### src/rtl/vga_pkg.sv
// Shared VGA definitions: 640x480@60 default timing, pattern mode encodings
// and a helper that sums the regions of one axis into its total period.
package vga_pkg;

   localparam int unsigned DEF_H_ACTIVE = 640;
   localparam int unsigned DEF_H_FP     = 16;
   localparam int unsigned DEF_H_SYNC   = 96;
   localparam int unsigned DEF_H_BP     = 48;
   localparam int unsigned DEF_V_ACTIVE = 480;
   localparam int unsigned DEF_V_FP     = 10;
   localparam int unsigned DEF_V_SYNC   = 2;
   localparam int unsigned DEF_V_BP     = 33;

   localparam logic [2:0] MODE_SOLID = 3'd0;
   localparam logic [2:0] MODE_BARS  = 3'd1;
   localparam logic [2:0] MODE_CHECK = 3'd2;
   localparam logic [2:0] MODE_GRAD  = 3'd3;
   localparam logic [2:0] MODE_ALT   = 3'd4;

   function automatic int unsigned total(input int unsigned active, input int unsigned fp,
                                         input int unsigned sync, input int unsigned bp);
      return active + fp + sync + bp;
   endfunction

endpackage

### src/rtl/vga_timing.sv
// VGA raster timing: pixel/line/frame counters plus registered sync, blanking,
// frame-start and position outputs, all one cycle behind the counters.
module vga_timing
   import vga_pkg::*;
#(
   parameter int unsigned H_ACTIVE    = DEF_H_ACTIVE,
   parameter int unsigned H_FP        = DEF_H_FP,
   parameter int unsigned H_SYNC      = DEF_H_SYNC,
   parameter int unsigned H_BP        = DEF_H_BP,
   parameter int unsigned V_ACTIVE    = DEF_V_ACTIVE,
   parameter int unsigned V_FP        = DEF_V_FP,
   parameter int unsigned V_SYNC      = DEF_V_SYNC,
   parameter int unsigned V_BP        = DEF_V_BP,
   parameter bit          SYNC_ACTIVE = 1'b0,
   localparam int unsigned H_TOTAL    = total(H_ACTIVE, H_FP, H_SYNC, H_BP),
   localparam int unsigned V_TOTAL    = total(V_ACTIVE, V_FP, V_SYNC, V_BP),
   localparam int unsigned HW         = $clog2(H_TOTAL),
   localparam int unsigned VW         = $clog2(V_TOTAL)
) (
   input  logic          pixel_clk,
   input  logic          reset,
   input  logic          enable,
   output logic [HW-1:0] hc,
   output logic [VW-1:0] vc,
   output logic          active,
   output logic          first_pixel,
   output logic          frame_odd,
   output logic          h_sync,
   output logic          v_sync,
   output logic          display_on,
   output logic          frame_start,
   output logic [15:0]   frame_count,
   output logic [HW-1:0] pix_x,
   output logic [VW-1:0] pix_y
);

   localparam logic [HW-1:0] H_LAST = HW'(H_TOTAL - 1);
   localparam logic [HW-1:0] H_ACT  = HW'(H_ACTIVE);
   localparam logic [HW-1:0] H_SS   = HW'(H_ACTIVE + H_FP);
   localparam logic [HW-1:0] H_SE   = HW'(H_ACTIVE + H_FP + H_SYNC);
   localparam logic [VW-1:0] V_LAST = VW'(V_TOTAL - 1);
   localparam logic [VW-1:0] V_ACT  = VW'(V_ACTIVE);
   localparam logic [VW-1:0] V_SS   = VW'(V_ACTIVE + V_FP);
   localparam logic [VW-1:0] V_SE   = VW'(V_ACTIVE + V_FP + V_SYNC);

   logic [HW-1:0] hc_q, hc_d;
   logic [VW-1:0] vc_q, vc_d;
   logic [15:0]   fc_q, fc_d;
   logic          hs_win, vs_win;

   always_comb begin
      hc_d = hc_q;
      vc_d = vc_q;
      fc_d = fc_q;
      if (enable) begin
         if (hc_q == H_LAST) begin
            hc_d = '0;
            if (vc_q == V_LAST) begin
               vc_d = '0;
               fc_d = fc_q + 16'd1;
            end else begin
               vc_d = vc_q + 1'b1;
            end
         end else begin
            hc_d = hc_q + 1'b1;
         end
      end
   end

   assign hc          = hc_q;
   assign vc          = vc_q;
   assign active      = (hc_q < H_ACT) && (vc_q < V_ACT);
   assign first_pixel = (hc_q == '0) && (vc_q == '0);
   assign frame_odd   = fc_q[0];
   assign hs_win      = (hc_q >= H_SS) && (hc_q < H_SE);
   assign vs_win      = (vc_q >= V_SS) && (vc_q < V_SE);

   always_ff @(posedge pixel_clk or negedge reset) begin
      if (!reset) begin
         hc_q <= '0;
         vc_q <= '0;
         fc_q <= '0;
      end else begin
         hc_q <= hc_d;
         vc_q <= vc_d;
         fc_q <= fc_d;
      end
   end

   // Outputs describe the pixel the counters pointed at before this edge.
   always_ff @(posedge pixel_clk or negedge reset) begin
      if (!reset) begin
         h_sync      <= ~SYNC_ACTIVE;
         v_sync      <= ~SYNC_ACTIVE;
         display_on  <= 1'b0;
         frame_start <= 1'b0;
         frame_count <= '0;
         pix_x       <= '0;
         pix_y       <= '0;
      end else begin
         h_sync      <= (enable && hs_win) ? SYNC_ACTIVE : ~SYNC_ACTIVE;
         v_sync      <= (enable && vs_win) ? SYNC_ACTIVE : ~SYNC_ACTIVE;
         display_on  <= enable && active;
         frame_start <= enable && first_pixel;
         frame_count <= fc_q;
         pix_x       <= hc_q;
         pix_y       <= vc_q;
      end
   end

endmodule

### src/rtl/vga_pattern_gen.sv
// VGA timing generator with a selectable test-pattern source; mode and colour
// are latched at frame start so a frame is always drawn with one setting.
module vga_pattern_gen
   import vga_pkg::*;
#(
   parameter int unsigned H_ACTIVE    = DEF_H_ACTIVE,
   parameter int unsigned H_FP        = DEF_H_FP,
   parameter int unsigned H_SYNC      = DEF_H_SYNC,
   parameter int unsigned H_BP        = DEF_H_BP,
   parameter int unsigned V_ACTIVE    = DEF_V_ACTIVE,
   parameter int unsigned V_FP        = DEF_V_FP,
   parameter int unsigned V_SYNC      = DEF_V_SYNC,
   parameter int unsigned V_BP        = DEF_V_BP,
   parameter bit          SYNC_ACTIVE = 1'b0,
   parameter int unsigned R_W         = 3,
   parameter int unsigned G_W         = 3,
   parameter int unsigned B_W         = 2,
   parameter int unsigned CHECK_SHIFT = 5,
   localparam int unsigned HW         = $clog2(total(H_ACTIVE, H_FP, H_SYNC, H_BP)),
   localparam int unsigned VW         = $clog2(total(V_ACTIVE, V_FP, V_SYNC, V_BP)),
   localparam int unsigned CW         = R_W + G_W + B_W
) (
   input  logic          pixel_clk,
   input  logic          reset,
   input  logic          enable,
   input  logic [2:0]    mode,
   input  logic [CW-1:0] solid_color,
   output logic          h_sync,
   output logic          v_sync,
   output logic [CW-1:0] rgb,
   output logic          display_on,
   output logic          frame_start,
   output logic [15:0]   frame_count,
   output logic [HW-1:0] pix_x,
   output logic [VW-1:0] pix_y
);

   if (H_ACTIVE < 8) begin : g_bad_h_active
      $fatal(1, "vga_pattern_gen: H_ACTIVE must be at least 8");
   end
   if (H_FP == 0 || H_SYNC == 0 || H_BP == 0 || V_FP == 0 || V_SYNC == 0 || V_BP == 0)
   begin : g_bad_porch
      $fatal(1, "vga_pattern_gen: porch and sync widths must be non-zero");
   end
   if (R_W == 0 || G_W == 0 || B_W == 0) begin : g_bad_colour
      $fatal(1, "vga_pattern_gen: colour channel widths must be non-zero");
   end

   localparam logic [HW-1:0] BAR_W = HW'(H_ACTIVE / 8);
   localparam int unsigned   G_TOP = $clog2(H_ACTIVE);
   // Gradient takes the top W bits below G_TOP; pad with zeros if W exceeds G_TOP.
   localparam int unsigned   R_SR  = (G_TOP >= R_W) ? G_TOP - R_W : 0;
   localparam int unsigned   R_SL  = (G_TOP <  R_W) ? R_W - G_TOP : 0;
   localparam int unsigned   G_SR  = (G_TOP >= G_W) ? G_TOP - G_W : 0;
   localparam int unsigned   G_SL  = (G_TOP <  G_W) ? G_W - G_TOP : 0;
   localparam int unsigned   B_SR  = (G_TOP >= B_W) ? G_TOP - B_W : 0;
   localparam int unsigned   B_SL  = (G_TOP <  B_W) ? B_W - G_TOP : 0;

   logic [HW-1:0] hc;
   logic [VW-1:0] vc;
   logic          active, first_pixel, frame_odd;
   logic [2:0]    mode_s, mode_eff;
   logic [CW-1:0] color_s, color_eff;
   logic [HW-1:0] bar_idx;
   logic [2:0]    bar;
   logic          check_on;
   logic [R_W-1:0] grad_r;
   logic [G_W-1:0] grad_g;
   logic [B_W-1:0] grad_b;
   logic [CW-1:0] pattern, rgb_d;

   vga_timing #(
      .H_ACTIVE    (H_ACTIVE),
      .H_FP        (H_FP),
      .H_SYNC      (H_SYNC),
      .H_BP        (H_BP),
      .V_ACTIVE    (V_ACTIVE),
      .V_FP        (V_FP),
      .V_SYNC      (V_SYNC),
      .V_BP        (V_BP),
      .SYNC_ACTIVE (SYNC_ACTIVE)
   ) u_timing (
      .pixel_clk   (pixel_clk),
      .reset       (reset),
      .enable      (enable),
      .hc          (hc),
      .vc          (vc),
      .active      (active),
      .first_pixel (first_pixel),
      .frame_odd   (frame_odd),
      .h_sync      (h_sync),
      .v_sync      (v_sync),
      .display_on  (display_on),
      .frame_start (frame_start),
      .frame_count (frame_count),
      .pix_x       (pix_x),
      .pix_y       (pix_y)
   );

   always_ff @(posedge pixel_clk or negedge reset) begin
      if (!reset) begin
         mode_s  <= MODE_SOLID;
         color_s <= '0;
      end else if (enable && first_pixel) begin
         mode_s  <= mode;
         color_s <= solid_color;
      end
   end

   // Pixel (0,0) is drawn in the same cycle the shadows load, so bypass them there.
   assign mode_eff  = first_pixel ? mode : mode_s;
   assign color_eff = first_pixel ? solid_color : color_s;

   always_comb begin
      bar_idx  = hc / BAR_W;
      bar      = (bar_idx > HW'(7)) ? 3'd7 : bar_idx[2:0];
      check_on = (((32'(hc) ^ 32'(vc)) >> CHECK_SHIFT) & 32'd1) != 32'd0;
      grad_r   = R_W'((32'(hc) >> R_SR) << R_SL);
      grad_g   = G_W'((32'(hc) >> G_SR) << G_SL);
      grad_b   = B_W'((32'(hc) >> B_SR) << B_SL);
   end

   always_comb begin
      pattern = '0;
      case (mode_eff)
         MODE_SOLID: pattern = color_eff;
         MODE_BARS:  pattern = {{R_W{bar[2]}}, {G_W{bar[1]}}, {B_W{bar[0]}}};
         MODE_CHECK: pattern = {CW{check_on}};
         MODE_GRAD:  pattern = {grad_r, grad_g, grad_b};
         MODE_ALT:   pattern = frame_odd ? ~color_eff : color_eff;
         default:    pattern = '0;
      endcase
      rgb_d = (enable && active) ? pattern : '0;
   end

   always_ff @(posedge pixel_clk or negedge reset) begin
      if (!reset) begin
         rgb <= '0;
      end else begin
         rgb <= rgb_d;
      end
   end

endmodule
### config.mk
export PLATFORM = sky130hd
export DESIGN_NAME = vga_pattern_gen
export DESIGN_NICKNAME = d
export VERILOG_FILES = /design/src/rtl/vga_pkg.sv /design/src/rtl/vga_timing.sv /design/src/rtl/vga_pattern_gen.sv
export SDC_FILE = /design/constraint.sdc
export NUM_CORES = 1
export LEC_CHECK = 0
export BUFFER_PORTS_ARGS = -buffer_cell sky130_fd_sc_hd__buf_2
export CAP_MARGIN = 0
export CORE_MARGIN = 10
export CORE_UTILIZATION = 35
export CTS_BUF_LIST = sky130_fd_sc_hd__clkbuf_2 sky130_fd_sc_hd__clkbuf_4 sky130_fd_sc_hd__clkbuf_8
export DETAILED_ROUTE_END_ITERATION = 8
export GPL_ROUTABILITY_DRIVEN = 0
export PLACE_DENSITY_LB_ADDON = 0.12
export SLEW_MARGIN = 0
export SYNTH_ARGS = -nofsm -noshare
export SYNTH_HDL_FRONTEND = slang
export SYNTH_SLANG_ARGS = --single-unit
### constraint.sdc
create_clock -name pixel_clk -period 3.1 [get_ports pixel_clk]
set_input_delay 0.62 -clock pixel_clk [delete_from_list [all_inputs] [get_ports pixel_clk]]
set_output_delay 0.62 -clock pixel_clk [all_outputs]
set_load 0.02 [all_outputs]
; ---- After elaboration in Yosys (flattened, before gate mapping)
; Index checks and enable logic that the tools add are counted.
[classes]
add_sub_neg = 3
mul = 0
div_mod_pow = 1
magnitude_cmp = 7
eq_ne = 6
n_shift = 0
mux = 10
bitwise = 2
n_reduce_logical = 13
[ops]
columns = op, n
row1 = $pmux W8 S5, 1
row2 = $mux W8, 3
row3 = $add A10 B1 Y10 const B, 2
row4 = $eq A10 B10 Y1 const B, 2
row5 = $logic_not A10 Y1, 2
row6 = $lt A10 B10 Y1 const B, 2
row7 = $lt A10 B9 Y1 const B, 2
row8 = $mux W10, 2
row9 = $add A16 B1 Y16 const B, 1
row10 = $div A10 B7 Y10 const B, 1
row11 = $ge A10 B10 Y1 const B, 1
row12 = $ge A10 B9 Y1 const B, 1
row13 = $gt A10 B3 Y1 const B, 1
row14 = $logic_and A1 B1 Y1, 8
row15 = $not A8 Y8, 1
row16 = $eq A3 B2 Y1 const B, 2
row17 = $mux W3, 2
row18 = $xor A6 B6 Y6, 1
row19 = $eq A3 B1 Y1 const B, 1
row20 = $eq A3 B3 Y1 const B, 1
row21 = $logic_not A3 Y1, 1
row22 = $reduce_and A3 Y1, 1
row23 = $mux W1, 2
row24 = $reduce_and A2 Y1, 1
[word_totals]
register_bits = 95
latch_bits = 0
ram_bits = 0
mem_bits_ro = 0
input_bits = 14
out_inout_bits = 48
wordCells = 55
mem_count = 0

; ---- Logic depth before layout (Yosys ltp)
[logic_depth]
depth_word = 7
ltp_mapped = 9
mapped_depth_nobuf = 8

; ---- Hierarchy
; A second synthesis with hierarchy kept.
[hier_totals]
hier_cells = 356
area_unflattened_um2 = 4220.3
[by_module_without_submodules]
columns = module, n_inst, cells_per_inst, area_per_inst_um2, seq_area_each_um2
row1 = vga_timing, 1, 236, 2989.1, 1904.3
row2 = vga_pattern_gen, 1, 120, 1231.2, 475.5

; ---- Least setup slack after synthesis
; Ideal clock, no wire load.
[synth_path]
path_type = in2reg
start = in enable
end = reg u_timing.fc_q[8]
setup_time_ps = 79
arrival_time_ps = 2388
t_required_ps = 3021
setup_slack_ps = 633
cell_stages = 8
path_buffers = 2
cell_sequence = buf_4 > nand4_1 > or4_4 > buf_6 > nor3_4 > nand4_4 > nor2_2 > xor2_1
[synth_via]
elab_chain_cells = 1
[synth_rtl]
columns = element, line_no
row1 = start: declaration, vga_pattern_gen.sv:25  ; input logic enable,
row2 = $reduce_and A3 Y1 (no line), -
row3 = end signal: assignment, vga_timing.sv:82  ; fc_q <= '0;
row4 = end signal: assignment, vga_timing.sv:86  ; fc_q <= fc_d;
row5 = end: declaration, vga_timing.sv:48  ; logic [15:0] fc_q, fc_d;
; Every way passes these cells.
; A chain may end at the register's enable or synchronous reset.

; ---- Final worst setup path
[layout_path]
start = reg u_timing.vc_q[1] (netlist: u_timing.vc[1])
end = reg u_timing.fc_q[15]
[layout_via]
elab_chain_cells = 2
[layout_rtl]
columns = element, line_no
row1 = start: declaration, vga_timing.sv:47  ; logic [VW-1:0] vc_q, vc_d;
row2 = start signal: assignment, vga_timing.sv:85  ; vc_q <= vc_d;
row3 = $eq A10 B10 Y1, vga_timing.sv:58  ; if (vc_q == V_LAST) begin
row4 = $reduce_and A3 Y1 (no line), -
; Every way passes these cells.

==> out/results.ini <==
[outcome]
outcome=completed

[critical_path]
path_cells=inv_1 > ha_1 > nor4b_1 > nor4b_1 > nand3_1 > or4_1 > xnor2_1
cpPeakStageDelay_ns=0.59
path_class=register to register
required_ns=3.37
cp.arrival_ns=3.00
cp-end-kind=register
crit_path_top_delay_cell=nor4b_1
crit_top_cell=nor4b_1
cp_max_fo=7
startpoint_type=register

[sta]
worstMarginPinSlew_ns=0.636
period_share=0.882
tns_ns=0
report.final.slew_viol_count=0
finalClockSkew_ns=0.00766
max-slew-margin-rel=0.570
min_period_ns=2.73
fmax_ghz=0.366
rsz0062_at_grt=no
hold_viol=0
final-setup-viol-count=0

[synth]
async_flop_share=1.00
synth_cell_types=53
syn_area_per_cell_um2=11.1
synth_top_area_frac=0.563
netlist_area_um2=4140
synthesis.nets=390
yosysWarningCount=0
synthFlopType=dfrtp_1
yosysTopAreaCell=dfrtp_1
ys_ff_latch=95
synth-seq-area-share=0.575
synth_area_leaders=dfrtp_1, nand2_1, xnor2_1
syn-instance-count=371
synth-edff-count=0

[clock_network]
path_clk_slew_ns=0.09
cts_tree=yes
cts_buffer_depth=2
cts_hold_buf=0
ctsResizeCount=0
cts_setup_buffers=0
root_buffer=clkbuf_8
clk_latency_ns=0.38
h-tree-depth=3
clock-sinks=95
numCtsBuffers=9

[global_route]
grt_pass1_wl_mm=15.3
grtUsageTotal=0.118
grt_antenna_before_repair=0
met2_usage=0.178
grt_pass1_vias=2842
met3_usage=0.0390
use_met1=0.152
overflow=0
gr-max-usage-layer=met2
grt_max_degree=47

[detailed_routing]
num_vias=2930
routed_wl_mm=9.43
first_iter_violations=228
routedWlPerCell_um=16.2
drc=0
first_pass_iters=4
vias_per_cell=5.02
drtAntennaViolNets=0

[floorplanning]
die_height_um=129
core_area_um2=11500
start_util=0.359
ios=62
die_x_um=129
die-area_um2=16600
num_rows=39

[place]
port_buffers=61
dp_hpwl_mm=6.81

[cells_and_area]
layout-drive-gt1-share=0.240
diodes=0
syn_to_final_growth_pct=16.4
nets=456
final_core_utilization=0.418

[pwr]
ir_drop_mv=0.219
powerDensity_nw_per_um2=552
leakage_uw=0.00241

[flow_run]
maxCapViolCount=0

[worst_hold_path]
holdCritPathClass=primary input to asynchronous set/reset pin

[state kept, by name (all words and copies together) (netlist names)]
signal / count
u_timing.frame_start: 1
u_timing.vc: 10
u_timing.v_sync: 1
rgb: 8
mode_s: 3
u_timing.hc: 10
u_timing.h_sync: 1
u_timing.fc_q: 16
u_timing.frame_count: 16
u_timing.pix_x: 10
u_timing.display_on: 1
u_timing.pix_y: 10
color_s: 8
[power by group]
group | switching [µW] | internal [µW]
registers | 97.0 | 1340
clock network | 431 | 390
logic | 249 | 151
[path summary, 6_finish.rpt]
path                                       endpoint              start  cells past startpoint  slack (ns)
hold reg to reg            u_timing.frame_count[14]  u_timing.fc_q[14]                      0        0.40
setup reg to reg                  u_timing.fc_q[15]     u_timing.vc[1]                      7        0.37
min in group pixel_clk     u_timing.frame_count[14]  u_timing.fc_q[14]                      0        0.40
max in group asynchronous           u_timing.h_sync              reset                      2        2.09
setup / recovery                  u_timing.fc_q[15]     u_timing.vc[1]                      7        0.37
hold / removal                    u_timing.pix_x[9]              reset                      1        0.23
[stage by stage]
| stage | instances | worst slack, ns | power, µW | cell area, µm² | hold WS [ns] |
|---|---|---|---|---|---|
| 6_report | 584 | 0.367 | 2660 | 4810 | 0.234 |
| 5_1_grt | 584 | 0.164 | 2810 | 4810 | 0.278 |
| 2_1_floorplan | 371 | 0.633 | 1720 | 4140 | 0.324 |
| 4_1_cts | 584 | 0.442 | 2710 | 4810 | 0.247 |
| 3_5_place_dp | 569 | 0.345 | 1870 | 4620 | 0.373 |
| 3_3_place_gp | 569 | 0.350 | 1860 | 4620 | 0.369 |
[area by class of cell]
type	count	area [µm²]
fill	1116	6700
sequential	95	2380
multi-input combinational	249	1630
timing repair buffer	71	383
tap	143	179
clock buffer	10	138
clock inverter	5	58.8
inverter	11	41.3
[synth_stat cells, types with 2 or more instances]
| cell | count |
|---|---|
| or4_1 | 2 |
| nor4_1 | 7 |
| a311oi_1 | 3 |
| o21bai_1 | 2 |
| ha_1 | 5 |
| mux2_2 | 4 |
| o221ai_1 | 3 |
| dfstp_2 | 2 |
| nand2_1 | 47 |
| o21ai_0 | 14 |
| inv_1 | 11 |
| nand4_1 | 17 |
| buf_2 | 3 |
| clkbuf_1 | 9 |
| mux2i_1 | 10 |
| dfrtp_1 | 93 |
| o21ai_1 | 5 |
| nor2_2 | 4 |
| xnor2_1 | 19 |
| buf_4 | 2 |
| o211ai_1 | 6 |
| nor3_1 | 3 |
| a21oi_1 | 4 |
| nand3_1 | 11 |
| buf_6 | 2 |
| nand2b_1 | 2 |
| nor2_1 | 20 |
| nand4b_1 | 2 |
| xor2_1 | 11 |
| nor4b_1 | 4 |
| nor2b_1 | 3 |
| and3_1 | 20 |
[cells in the final DEF (no fill, tap or decap), types with 2 or more instances in the layout]
cell type,count
a311oi_1,3
nor2b_1,3
dfrtp_1,93
a21oi_1,4
xor2_1,11
nor4b_1,4
and3_1,20
nand4b_1,2
o21ai_1,5
inv_1,11
nand3_1,11
o21ai_0,14
o21bai_1,2
nor4_1,6
nor3_1,3
ha_1,5
xnor2_1,19
clkinvlp_4,2
o221ai_1,3
buf_4,11
buf_2,60
or4_1,2
dfstp_2,2
mux2_2,4
nand4_1,17
nand2b_1,2
clkbuf_8,10
mux2i_1,10
nor2_2,4
nand2_1,47
nor2_1,20
o211ai_1,6
[cells by family after synthesis]
logic type / synth area share
AOI/OAI and AO/OA: 0.0775
xor gates and xnor gates: 0.0635
adders and majority gates: 0.0151
buffers and inverters: 0.0309
DFF: 0.575
muxes: 0.0351
and+or+nand+nor: 0.202
[worst max-delay path, delay by kind of cell, from the launching register on]
| kind | cells | cell delay [ns] |
|---|---|---|
| simple gates | 4 | 1.78 |
| flops | 1 | 0.46 |
| fa+ha+maj | 1 | 0.14 |
| xor+xnor | 1 | 0.14 |
| buf+inv | 1 | 0.11 |
[per-layer routing]
layer / up-vias / wire length [µm]
met5: - / 0
li1: 1442 / -
met3: 13 / 493
met2: 68 / 4180
met4: 0 / 175
met1: 1407 / 4580
No activity file was read; power rests on OpenSTA's default activity.
